[src/rtl/instr_fetch_queue_if.sv]
// Fetch-queue bus bundle: instruction-memory request channel, redirect/stall
// control from the back end, and the decoder-facing head-of-queue view.
// Optional macro IFETCH_ERR_EN adds mem_err / inst_err.
interface instr_fetch_queue_if;
  logic        mem_req;
  logic [31:0] mem_addr;
  logic        mem_ack;
  logic [31:0] mem_rdata;
  logic        redirect;
  logic [31:0] redirect_pc;
  logic        stall;
  logic [31:0] inst;
  logic [31:0] inst_pc;
  logic        inst_valid;
`ifdef IFETCH_ERR_EN
  logic        mem_err;
  logic        inst_err;

  modport master (
    output mem_req, mem_addr,
    input  mem_ack, mem_rdata, mem_err,
    input  redirect, redirect_pc, stall,
    output inst, inst_pc, inst_valid, inst_err
  );

  modport slave (
    input  mem_req, mem_addr,
    output mem_ack, mem_rdata, mem_err,
    output redirect, redirect_pc, stall,
    input  inst, inst_pc, inst_valid, inst_err
  );
`else
  modport master (
    output mem_req, mem_addr,
    input  mem_ack, mem_rdata,
    input  redirect, redirect_pc, stall,
    output inst, inst_pc, inst_valid
  );

  modport slave (
    input  mem_req, mem_addr,
    output mem_ack, mem_rdata,
    output redirect, redirect_pc, stall,
    input  inst, inst_pc, inst_valid
  );
`endif
endinterface

[src/rtl/instr_fetch_queue.sv]
// Instruction fetch queue: owns the fetch PC, issues one outstanding word
// request at a time, buffers returned words with their PCs and presents the
// head to the decoder. Redirect flushes the queue and re-steers fetch.
// Optional macro IFETCH_ERR_EN: tags faulting fetches and halts fetching
// after one until the next redirect.
module instr_fetch_queue #(
  parameter logic [31:0] RESET_PC = 32'h0000_0000,
  parameter int unsigned DEPTH    = 2,
  parameter logic [31:0] NOP_INST = 32'h0000_0013
) (
  input logic                 clk,
  input logic                 rstn,
  instr_fetch_queue_if.master bus
);

  localparam int unsigned      PTR_W     = $clog2(DEPTH);
  localparam int unsigned      CNT_W     = $clog2(DEPTH + 1);
  localparam logic [CNT_W-1:0] DEPTH_CNT = CNT_W'(DEPTH);

`ifdef IFETCH_ERR_EN
  typedef struct packed {
    logic        err;
    logic [31:0] pc;
    logic [31:0] word;
  } entry_t;
`else
  typedef struct packed {
    logic [31:0] pc;
    logic [31:0] word;
  } entry_t;
`endif

  typedef enum logic [1:0] {
    S_IDLE  = 2'd0,
    S_REQ   = 2'd1,
    S_DRAIN = 2'd2
  } state_e;

  state_e             state_q, state_d;
  logic [31:0]        fetch_pc_q, fetch_pc_d;
  logic [31:0]        req_addr_q, req_addr_d;
  logic [PTR_W-1:0]   rd_ptr_q, rd_ptr_d;
  logic [PTR_W-1:0]   wr_ptr_q, wr_ptr_d;
  logic [CNT_W-1:0]   count_q, count_d;
  entry_t             fifo_q [DEPTH];

  logic               valid_c;
  logic               pop_c;
  logic               push_c;
  logic               mem_req_c;
  logic               issue_ok_c;
  logic               fetch_block_c;
  entry_t             push_entry_c;
  entry_t             head_c;

`ifdef IFETCH_ERR_EN
  logic               halt_q, halt_d;
  assign fetch_block_c = halt_q;
`else
  assign fetch_block_c = 1'b0;
`endif

  assign valid_c = (count_q != '0);
  assign pop_c   = valid_c & ~bus.stall;
  assign head_c  = fifo_q[rd_ptr_q];

  // A request may start only out of reset, with no redirect this cycle, and
  // with a slot guaranteed once this cycle's pop (if any) has happened.
  assign issue_ok_c = rstn & ~bus.redirect & ~fetch_block_c &
                      ((count_q < DEPTH_CNT) | pop_c);

  // Entry written on a good acknowledge.
  always_comb begin
    push_entry_c      = '0;
    push_entry_c.pc   = req_addr_q;
    push_entry_c.word = bus.mem_rdata;
`ifdef IFETCH_ERR_EN
    push_entry_c.err  = bus.mem_err;
`endif
  end

  // Fetch FSM next-state, request handshake and push decision.
  always_comb begin
    state_d    = state_q;
    fetch_pc_d = fetch_pc_q;
    req_addr_d = req_addr_q;
    mem_req_c  = 1'b0;
    push_c     = 1'b0;
`ifdef IFETCH_ERR_EN
    halt_d     = halt_q;
`endif

    unique case (state_q)
      S_IDLE: begin
        if (issue_ok_c) begin
          mem_req_c  = 1'b1;
          req_addr_d = fetch_pc_q;
          state_d    = S_REQ;
        end
      end
      S_REQ: begin
        mem_req_c = 1'b1;
        if (bus.redirect) begin
          state_d = bus.mem_ack ? S_IDLE : S_DRAIN;
        end else if (bus.mem_ack) begin
          push_c     = 1'b1;
          fetch_pc_d = fetch_pc_q + 32'd4;
          state_d    = S_IDLE;
`ifdef IFETCH_ERR_EN
          if (bus.mem_err) halt_d = 1'b1;
`endif
        end
      end
      S_DRAIN: begin
        // The stale request cannot be retracted; swallow its response.
        mem_req_c = 1'b1;
        if (bus.mem_ack) state_d = S_IDLE;
      end
      default: state_d = S_IDLE;
    endcase

    if (bus.redirect) begin
      fetch_pc_d = bus.redirect_pc & ~32'h3;
`ifdef IFETCH_ERR_EN
      halt_d     = 1'b0;
`endif
    end
  end

  // Queue pointer and occupancy update; redirect empties the queue.
  always_comb begin
    rd_ptr_d = rd_ptr_q;
    wr_ptr_d = wr_ptr_q;
    count_d  = count_q;
    if (bus.redirect) begin
      rd_ptr_d = '0;
      wr_ptr_d = '0;
      count_d  = '0;
    end else begin
      if (push_c) wr_ptr_d = wr_ptr_q + PTR_W'(1);
      if (pop_c)  rd_ptr_d = rd_ptr_q + PTR_W'(1);
      if (push_c && !pop_c)      count_d = count_q + CNT_W'(1);
      else if (!push_c && pop_c) count_d = count_q - CNT_W'(1);
    end
  end

  // Control state registers.
  always_ff @(posedge clk or negedge rstn) begin
    if (!rstn) begin
      state_q    <= S_IDLE;
      fetch_pc_q <= RESET_PC;
      req_addr_q <= RESET_PC;
      rd_ptr_q   <= '0;
      wr_ptr_q   <= '0;
      count_q    <= '0;
`ifdef IFETCH_ERR_EN
      halt_q     <= 1'b0;
`endif
    end else begin
      state_q    <= state_d;
      fetch_pc_q <= fetch_pc_d;
      req_addr_q <= req_addr_d;
      rd_ptr_q   <= rd_ptr_d;
      wr_ptr_q   <= wr_ptr_d;
      count_q    <= count_d;
`ifdef IFETCH_ERR_EN
      halt_q     <= halt_d;
`endif
    end
  end

  // Queue storage; contents are only observed while count is non-zero.
  always_ff @(posedge clk) begin
    if (push_c) fifo_q[wr_ptr_q] <= push_entry_c;
  end

  assign bus.mem_req    = mem_req_c;
  assign bus.mem_addr   = (state_q == S_IDLE) ? fetch_pc_q : req_addr_q;
  assign bus.inst_valid = valid_c;
  assign bus.inst       = valid_c ? head_c.word : NOP_INST;
  assign bus.inst_pc    = valid_c ? head_c.pc   : 32'h0;
`ifdef IFETCH_ERR_EN
  assign bus.inst_err   = valid_c & head_c.err;
`endif

endmodule

[src/flat_wrapper.sv]
// flat-port wrapper written by rule: the top's interface ports become plain ports
module instr_fetch_queue_flat 
#(
  parameter logic [31:0] RESET_PC = 32'h0000_0000,
  parameter int unsigned DEPTH    = 2,
  parameter logic [31:0] NOP_INST = 32'h0000_0013
)
  (clk, rstn, bus_mem_req, bus_mem_addr, bus_mem_ack, bus_mem_rdata, bus_redirect, bus_redirect_pc, bus_stall, bus_inst, bus_inst_pc, bus_inst_valid);
  instr_fetch_queue_if bus_i ();
  input logic clk;
  input logic rstn;
  output wire logic [$bits(bus_i.mem_req)-1:0] bus_mem_req;
  output wire logic [$bits(bus_i.mem_addr)-1:0] bus_mem_addr;
  input wire logic [$bits(bus_i.mem_ack)-1:0] bus_mem_ack;
  input wire logic [$bits(bus_i.mem_rdata)-1:0] bus_mem_rdata;
  input wire logic [$bits(bus_i.redirect)-1:0] bus_redirect;
  input wire logic [$bits(bus_i.redirect_pc)-1:0] bus_redirect_pc;
  input wire logic [$bits(bus_i.stall)-1:0] bus_stall;
  output wire logic [$bits(bus_i.inst)-1:0] bus_inst;
  output wire logic [$bits(bus_i.inst_pc)-1:0] bus_inst_pc;
  output wire logic [$bits(bus_i.inst_valid)-1:0] bus_inst_valid;
  assign bus_mem_req = bus_i.mem_req;
  assign bus_mem_addr = bus_i.mem_addr;
  assign bus_i.mem_ack = bus_mem_ack;
  assign bus_i.mem_rdata = bus_mem_rdata;
  assign bus_i.redirect = bus_redirect;
  assign bus_i.redirect_pc = bus_redirect_pc;
  assign bus_i.stall = bus_stall;
  assign bus_inst = bus_i.inst;
  assign bus_inst_pc = bus_i.inst_pc;
  assign bus_inst_valid = bus_i.inst_valid;
  instr_fetch_queue #(.RESET_PC(RESET_PC), .DEPTH(DEPTH), .NOP_INST(NOP_INST)) u_core (.clk(clk), .rstn(rstn), .bus(bus_i));
endmodule
[config.mk]
export PLATFORM = sky130hd
export DESIGN_NAME = instr_fetch_queue_flat
export DESIGN_NICKNAME = d
export VERILOG_FILES = /design/src/rtl/instr_fetch_queue_if.sv /design/src/rtl/instr_fetch_queue.sv /design/src/flat_wrapper.sv
export SDC_FILE = /design/constraint.sdc
export NUM_CORES = 1
export LEC_CHECK = 0
export CORE_AREA = 2 2 158 160
export DETAILED_ROUTE_END_ITERATION = 12
export DIE_AREA = 0 0 160 162
export RECOVER_POWER = 100
export REMOVE_ABC_BUFFERS = 1
export SYNTH_ARGS = -nofsm -noshare
export SYNTH_HDL_FRONTEND = slang
export SYNTH_SLANG_ARGS = --single-unit
[constraint.sdc]
create_clock -name clk -period 7.7 [get_ports clk]
set_input_delay 1.54 -clock clk [delete_from_list [all_inputs] [get_ports clk]]
set_output_delay 1.54 -clock clk [all_outputs]
set_load 0.03 [all_outputs]
==> results.md, run 1 <==
* Endpoints failing setup at 0
* Clock root cell: clkbuf_16
* Post-CTS setup buffer count at 0
* Reg2Reg Depth at 5
* Relative slew slack at -1.57
* Minimum clock period at 6.11 ns
* Final std cells w/o fill at 1109
* Sink Count at 190
* Worst Tran Pin Value at 3.86 ns
* Async S/R FF share, synth at 0.347
* Synthesized flop and latch total at 190
* Largest net degree at the start of global routing at 67
* Most common flop cell mapped by yosys: edfxtp_1
* Mean post-synth cell area at 13.5 sq um
* Count of different cell masters after synthesis at 45
* CTS tree: done
* Layout cell share with drive strength beyond 1 at 0.125
* Average wire per standard cell at 17.6 um
* Die footprint at 25900 sq um
* Nets at 846
* Peak supply drop at 0.160 mV
* Crit path max fanout at 37
* Hold Path Depth at 0
* Final Skew at 0.00902 ns
* Initial core utilization at 0.346
* Max-cap viol count at 6
* Post-layout util at 0.447
* Critical path arrival at 4.57 ns
* Die width at 160 um
* Wire length of the first global-routing pass at 30600 um
* GRT overflow at 0
* Max clock buf depth at 2
* Min-Delay Startpoint: u_core.req_addr_q[30]$_DFFE_PN0P_
* Routed WL at 19600 um
* Synth Warn # at 0
* Critical path class: in -> out
* Inst Count DP at 1077
* Vias in the first global route at 5439
* Die Ht at 162 um
* N_diodes at 0
* Setup TNS at 0 ns
* Routed Antenna Nets at 0
* Failing checks: capacitance limit, slew limit
* Worst setup SP type: input port
* P&R area growth vs syn at 29.3%
* Final hold vios at 0
* IO Pins at 167
* RSZ-0062 raised after global routing: false
* Sequential-to-total area share from yosys stat at 0.645
* GPL Wtd Cong at 0.787
* WP data required at 6.16 ns
* FF/Latch Area at 5380 sq um
* Placeable core region at 24100 sq um
* Pwr/cell area at 330 nW/um^2
* GRT Util Overall at 0.154
* # DRC at 0
* Clock Latency Late Sink at 0.44 ns
* Cells after Synth at 618
* Fmax at 0.164 GHz
* Vias per std cell at 4.90
* Via count at 5429
* CTS buffer count at 17
* Row count at 57
* Max Slew Vio Count at 226
* Final worst-path cycle share at 0.793
* Reg2reg start: u_core.state_q[0]$_DFFE_PN0P_
* Initial antenna violation count at 0
* Multi-input logic area at 2750 sq um
* Leak at 3.84 nW
* Post-detail-place hpwl at 13000 um
* Run status: finished, violations left
* Hold EP: u_core.fifo_q[1][62]$_DFFE_PP_
* Synth Cell Area at 8330 sq um
* Critical R2R Capture: u_core.req_addr_q[20]$_DFFE_PN0P_
* First-pass iteration count of the detailed router at 4
* # hold bufs at CTS at 0
* CTS resizes at 0
* CP endpoint kind: output port
* R2R Setup Slk at 4.14 ns
* Worst Hold Class: reg -> reg
* Clock transition at path regs at 0.08 ns
* PortBufs at 160
* DR iter-0 viols at 287
* EDFF count, synth at 124
* Filler cells at 2236
* CTS H-tree depth at 4
==> cell type report <==
class / count / share of cell area
well taps: 324 / 0.0376
inverters: 8 / 0.00279
clock inverters: 15 / 0.0134
clock buffers: 17 / 0.0395
repair buffers: 170 / 0.153
flip-flops and latches: 190 / 0.499
multi-input cells: 385 / 0.255
==> worst max-delay path: stages <==
cell	delay [ns]
dlygate4sd3_1	0.53
buf_4	0.24
inv_1	0.84
and3_1	0.35
and2_0	0.19
o21ba_2	0.14
dlygate4sd3_1	0.74
==> power breakdown <==
group          switching [mW]  internal [mW]
logic                   0.752          0.526
clock network           0.423          0.431
registers               0.127           1.29
total                    1.30           2.25
==> how the worst max path moves through the flow <==
stage                       startpoint                            end  slack, ns  cells after the start
after CTS                 bus_redirect                    bus_mem_req       2.18                      7
after floorplan            bus_mem_ack  u_core.fifo_q[1][0]$_DFFE_PP_       0.79                      2
after global routing      bus_redirect                    bus_mem_req       1.40                      7
final                     bus_redirect                    bus_mem_req       1.59                      7
after detailed placement  bus_redirect                    bus_mem_req       2.18                      7
after global placement    bus_redirect                    bus_mem_req       2.17                      7
==> registers in the layout (all words and copies together), names as in the netlist <==
signal / flops
u_core.count_q: 2
u_core.fetch_pc_q: 30
u_core.fifo_q: 124
u_core.rd_ptr_q: 1
u_core.req_addr_q: 30
u_core.state_q: 2
u_core.wr_ptr_q: 1
==> synth_stat cells, types with 2 or more instances <==
master / count / share of area
o41ai_1: 3 / 0.0032
or4b_1: 2 / 0.0024
buf_4: 4 / 0.0036
xor2_1: 5 / 0.0053
o211ai_1: 4 / 0.0036
o21ba_2: 2 / 0.0024
ha_1: 5 / 0.0075
or4_1: 12 / 0.011
buf_1: 6 / 0.0027
buf_2: 4 / 0.0024
and4_1: 4 / 0.0042
mux2_2: 60 / 0.081
nor4_1: 4 / 0.0030
o21ai_0: 13 / 0.0078
nand2_1: 36 / 0.016
and3_1: 5 / 0.0038
clkbuf_1: 23 / 0.010
dfrtp_1: 66 / 0.20
a31oi_1: 16 / 0.012
nor2_1: 87 / 0.039
o31ai_1: 12 / 0.011
or3_1: 2 / 0.0015
inv_1: 7 / 0.0032
edfxtp_1: 124 / 0.45
nand3_1: 12 / 0.0072
xnor2_1: 9 / 0.0095
nand4_1: 8 / 0.0060
mux2i_1: 63 / 0.076
nor3_1: 4 / 0.0024
==> logic make-up (layout without fill, tap and decap cells) <==
kind of cell	count (synthesis)	count (layout)	share of synthesized area
xor+xnor	14	14	0.0147
mux	123	123	0.157
other cells	1	4	0.000450
flops	190	190	0.645
compound gates	55	55	0.0442
simple gates	184	184	0.107
fa+ha+maj	5	5	0.00751
buf+inv	46	210	0.0240
==> placed cells by master (no fill, tap or decap), types with 2 or more instances in the layout <==
cell and count:
a31oi_1 16, and3_1 5, and4_1 4, buf_4 3, clkbuf_1 8, clkbuf_16 17
clkdlybuf4s50_1 33, clkinv_4 2, clkinvlp_4 2, conb_1 4, dfrtp_1 65, dlygate4sd3_1 126
edfxtp_1 124, ha_1 5, inv_1 8, inv_6 4, inv_8 5, mux2_2 59
mux2i_1 63, nand2_1 36, nand3_1 13, nand4_1 8, nor2_1 87, nor3_1 4
nor4_1 4, o211ai_1 4, o21ai_0 13, o21ba_2 2, o31ai_1 12, o41ai_1 3
or3_1 3, or4_1 12, or4b_1 3, xnor2_1 9, xor2_1 5
==> routing by layer <==
layer,wire length [um],track usage
met2,9230,0.258
met1,9150,0.199
met3,963,0.0393
met4,221,0.0475
met5,0,0
==> through the flow <==
step                      hold slack (ns)  power (mW)  area [sq um]  worst slack (ns)
final                               0.486        3.55         10800              1.59
after floorplan                     0.456        2.26          8170             0.795
after global placement              0.470        2.80         10300              2.17
after detailed placement            0.474        2.82         10300              2.18
after global routing                0.514        3.73         10800              1.40
after CTS                           0.488        3.68         10800              2.18
Note: power is estimated with default switching activity, not from simulation.
==> inputs of run 2 (changes only) <==
==> constraint.sdc (replaced) <==
create_clock -name clk -period 6.1 [get_ports clk]
set_input_delay 1.22 -clock clk [delete_from_list [all_inputs] [get_ports clk]]
set_output_delay 1.22 -clock clk [all_outputs]
set_load 0.03 [all_outputs]
==> run 2 against run 1 <==
Effect of this change:
- the run still ends with capacitance limit, slew limit left
- sequential power increased by 27%
- via count decreased by 0.33%
- count of clock-buffer cells in the layout increased by 1
- register-to-register slack got worse by 2.2 ns
- clock skew increased by 0.00063 ns
==> results.md, run 2 (same netlist as run 1, synthesis figures left out) <==
* Pwr Total at 4.55 mW (was 3.55 mW)
* Fin worst setup slack at 0.980 ns (was 1.59 ns)
* Endpoints failing setup at 0 (unchanged)
* Pwr/cell area at 421 nW/um^2 (was 330 nW/um^2)
* Vias per std cell at 4.88 (was 4.90)
* Leak at 3.85 nW (was 3.84 nW)
* Die footprint at 25900 sq um (unchanged)
* Multi-input logic area at 2750 sq um (unchanged)
* Critical path class: in -> out (unchanged)
* Final worst-path cycle share at 0.839
* Post-CTS setup buffer count at 0 (unchanged)
* First-pass iteration count of the detailed router at 4 (unchanged)
* Clock root cell: clkbuf_16 (unchanged)
* Run status: finished, violations left (unchanged)
* Hold_ws at 0.493 ns (was 0.486 ns)
* Die Ht at 162 um (unchanged)
* PortBufs at 160 (unchanged)
* Crit path max fanout at 37 (unchanged)
* Number of flip-flops under the largest register name at 124 (unchanged)
* N_diodes at 0 (unchanged)
* GRT overflow at 0 (unchanged)
* Die width at 160 um (unchanged)
* Max clock buf depth at 2 (unchanged)
* Clock Latency Late Sink at 0.43 ns (was 0.44 ns)
* Max-cap viol count at 3 (was 6)
* Routed Antenna Nets at 0 (unchanged)
* Layout cell share with drive strength beyond 1 at 0.130 (was 0.125)
* Worst Hold Class: reg -> reg (unchanged)
* Row count at 57 (unchanged)
* CTS H-tree depth at 4 (unchanged)
* Initial core utilization at 0.346 (unchanged)
* Largest net degree at the start of global routing at 67 (unchanged)
* # hold bufs at CTS at 0 (unchanged)
* Placeable core region at 24100 sq um (unchanged)
* CP endpoint kind: output port (unchanged)
* Worst Tran Pin Value at 3.15 ns (was 3.86 ns)
* Via count at 5411 (was 5429)
* Wire length of the first global-routing pass at 31200 um (was 30600 um)
* RSZ-0062 raised after global routing: false (unchanged)
* GRT Util Overall at 0.157 (was 0.154)
* FF/Latch Area at 5380 sq um (unchanged)
* GPL Wtd Cong at 0.766 (was 0.787)
* Final Skew at 0.00965 ns (was 0.00902 ns)
* CTS tree: done (unchanged)
* Relative slew slack at -1.10 (was -1.57)
* Nets at 846 (unchanged)
* Final hold vios at 0 (unchanged)
* Failing checks: capacitance limit, slew limit (unchanged)
* Fmax at 0.195 GHz
* WP data required at 4.88 ns (was 6.16 ns)
* Final instance area at 10800 sq um (about the same)
* Largest registers: u_core.fifo_q (124), u_core.fetch_pc_q (30), u_core.req_addr_q (30) (unchanged)
* Routed WL at 19800 um (was 19600 um)
* Vias in the first global route at 5418 (was 5439)
* P&R area growth vs syn at 29.8% (was 29.3%)
* Minimum clock period at 5.12 ns
* Clock transition at path regs at 0.07 ns (was 0.08 ns)
* # DRC at 0 (unchanged)
* CTS resizes at 0 (unchanged)
* Critical path arrival at 3.90 ns (was 4.57 ns)
* Post-detail-place hpwl at 12800 um (was 13000 um)
* Sink Count at 190 (unchanged)
* Most frequent cells in the layout: dlygate4sd3_1 (124), edfxtp_1 (124), nor2_1 (87) (was dlygate4sd3_1 (126), edfxtp_1 (124), nor2_1 (87))
* DR iter-0 viols at 375 (was 287)
* Initial antenna violation count at 0 (unchanged)
* Pre-CTS worst setup slack at 1.45 ns (was 2.18 ns)
* Worst setup SP type: input port (unchanged)
* DP Area at 10300 sq um (about the same)
* Max Slew Vio Count at 123 (was 226)
* Peak supply drop at 0.276 mV (was 0.160 mV)
* IO Pins at 167 (unchanged)
* Average wire per standard cell at 17.8 um (was 17.6 um)
* Largest register by flop count: u_core.fifo_q (unchanged)
* CTS buffer count at 17 (unchanged)
* Filler cells at 2246 (was 2236)
run 2: layout make-up:
class | instances | area share
Sequential cell | 190 | 0.497
Inverter | 8 | 0.00278
Clock buffer | 18 | 0.0397
Tap cell | 324 | 0.0375
Timing Repair Buffer | 170 | 0.153
Multi-Input combinational cell | 385 | 0.254
Clock inverter | 14 | 0.0162
run 2: where the power goes:
| part | switching [mW] | leakage, nW | internal, mW |
|---|---|---|---|
| clock network | 0.513 | 0.283 | 0.621 |
| logic | 0.934 | 1.67 | 0.664 |
| registers | 0.180 | 1.90 | 1.63 |
| total | 1.63 | 3.85 | 2.92 |
run 2: routing by layer:
layer | vias to the layer above | part of all wire | GRT usage
met5 | - | 0 | 0
met4 | 0 | 0.0095 | 0.0410
met3 | 13 | 0.053 | 0.0337
met2 | 154 | 0.47 | 0.258
met1 | 2646 | 0.47 | 0.212
li1 | 2598 | - | -
run 2: worst paths after layout:
| kind | from | end | slack, ns | cells past startpoint |
|---|---|---|---|---|
| hold reg to reg | u_core.req_addr_q[16]$_DFFE_PN0P_ | u_core.fifo_q[1][48]$_DFFE_PP_ | 0.49 | 0 |
| min in group asynchronous | rstn | u_core.req_addr_q[6]$_DFFE_PN0P_ | 1.12 | 2 |
| setup / recovery | bus_redirect | bus_mem_req | 0.98 | 7 |
| setup reg to reg | u_core.state_q[1]$_DFFE_PN0P_ | u_core.fifo_q[1][20]$_DFFE_PP_ | 1.95 | 5 |
| hold / removal | u_core.req_addr_q[16]$_DFFE_PN0P_ | u_core.fifo_q[1][48]$_DFFE_PP_ | 0.49 | 0 |
| max in group asynchronous | rstn | u_core.rd_ptr_q$_DFFE_PN0P_ | 4.28 | 2 |
run 2: critical path: stages:
cell and delay [ns]:
dlygate4sd3_1 0.55, inv_1 0.84, and3_1 0.36, and2_1 0.15
buf_4 0.42, o21ba_2 0.20, buf_4 0.15
run 2: stage by stage:
| stage | cells | setup TNS [ns] | utilization |
|---|---|---|---|
| 2_1_floorplan | 583 | -38.38 | - |
| 3_3_place_gp | 1077 | 0 | 0.426 |
| 3_5_place_dp | 1077 | 0 | 0.426 |
| 4_1_cts | 1109 | 0 | 0.451 |
| 5_1_grt | 1109 | 0 | 0.449 |
| 6_report | 1109 | 0 | 0.449 |
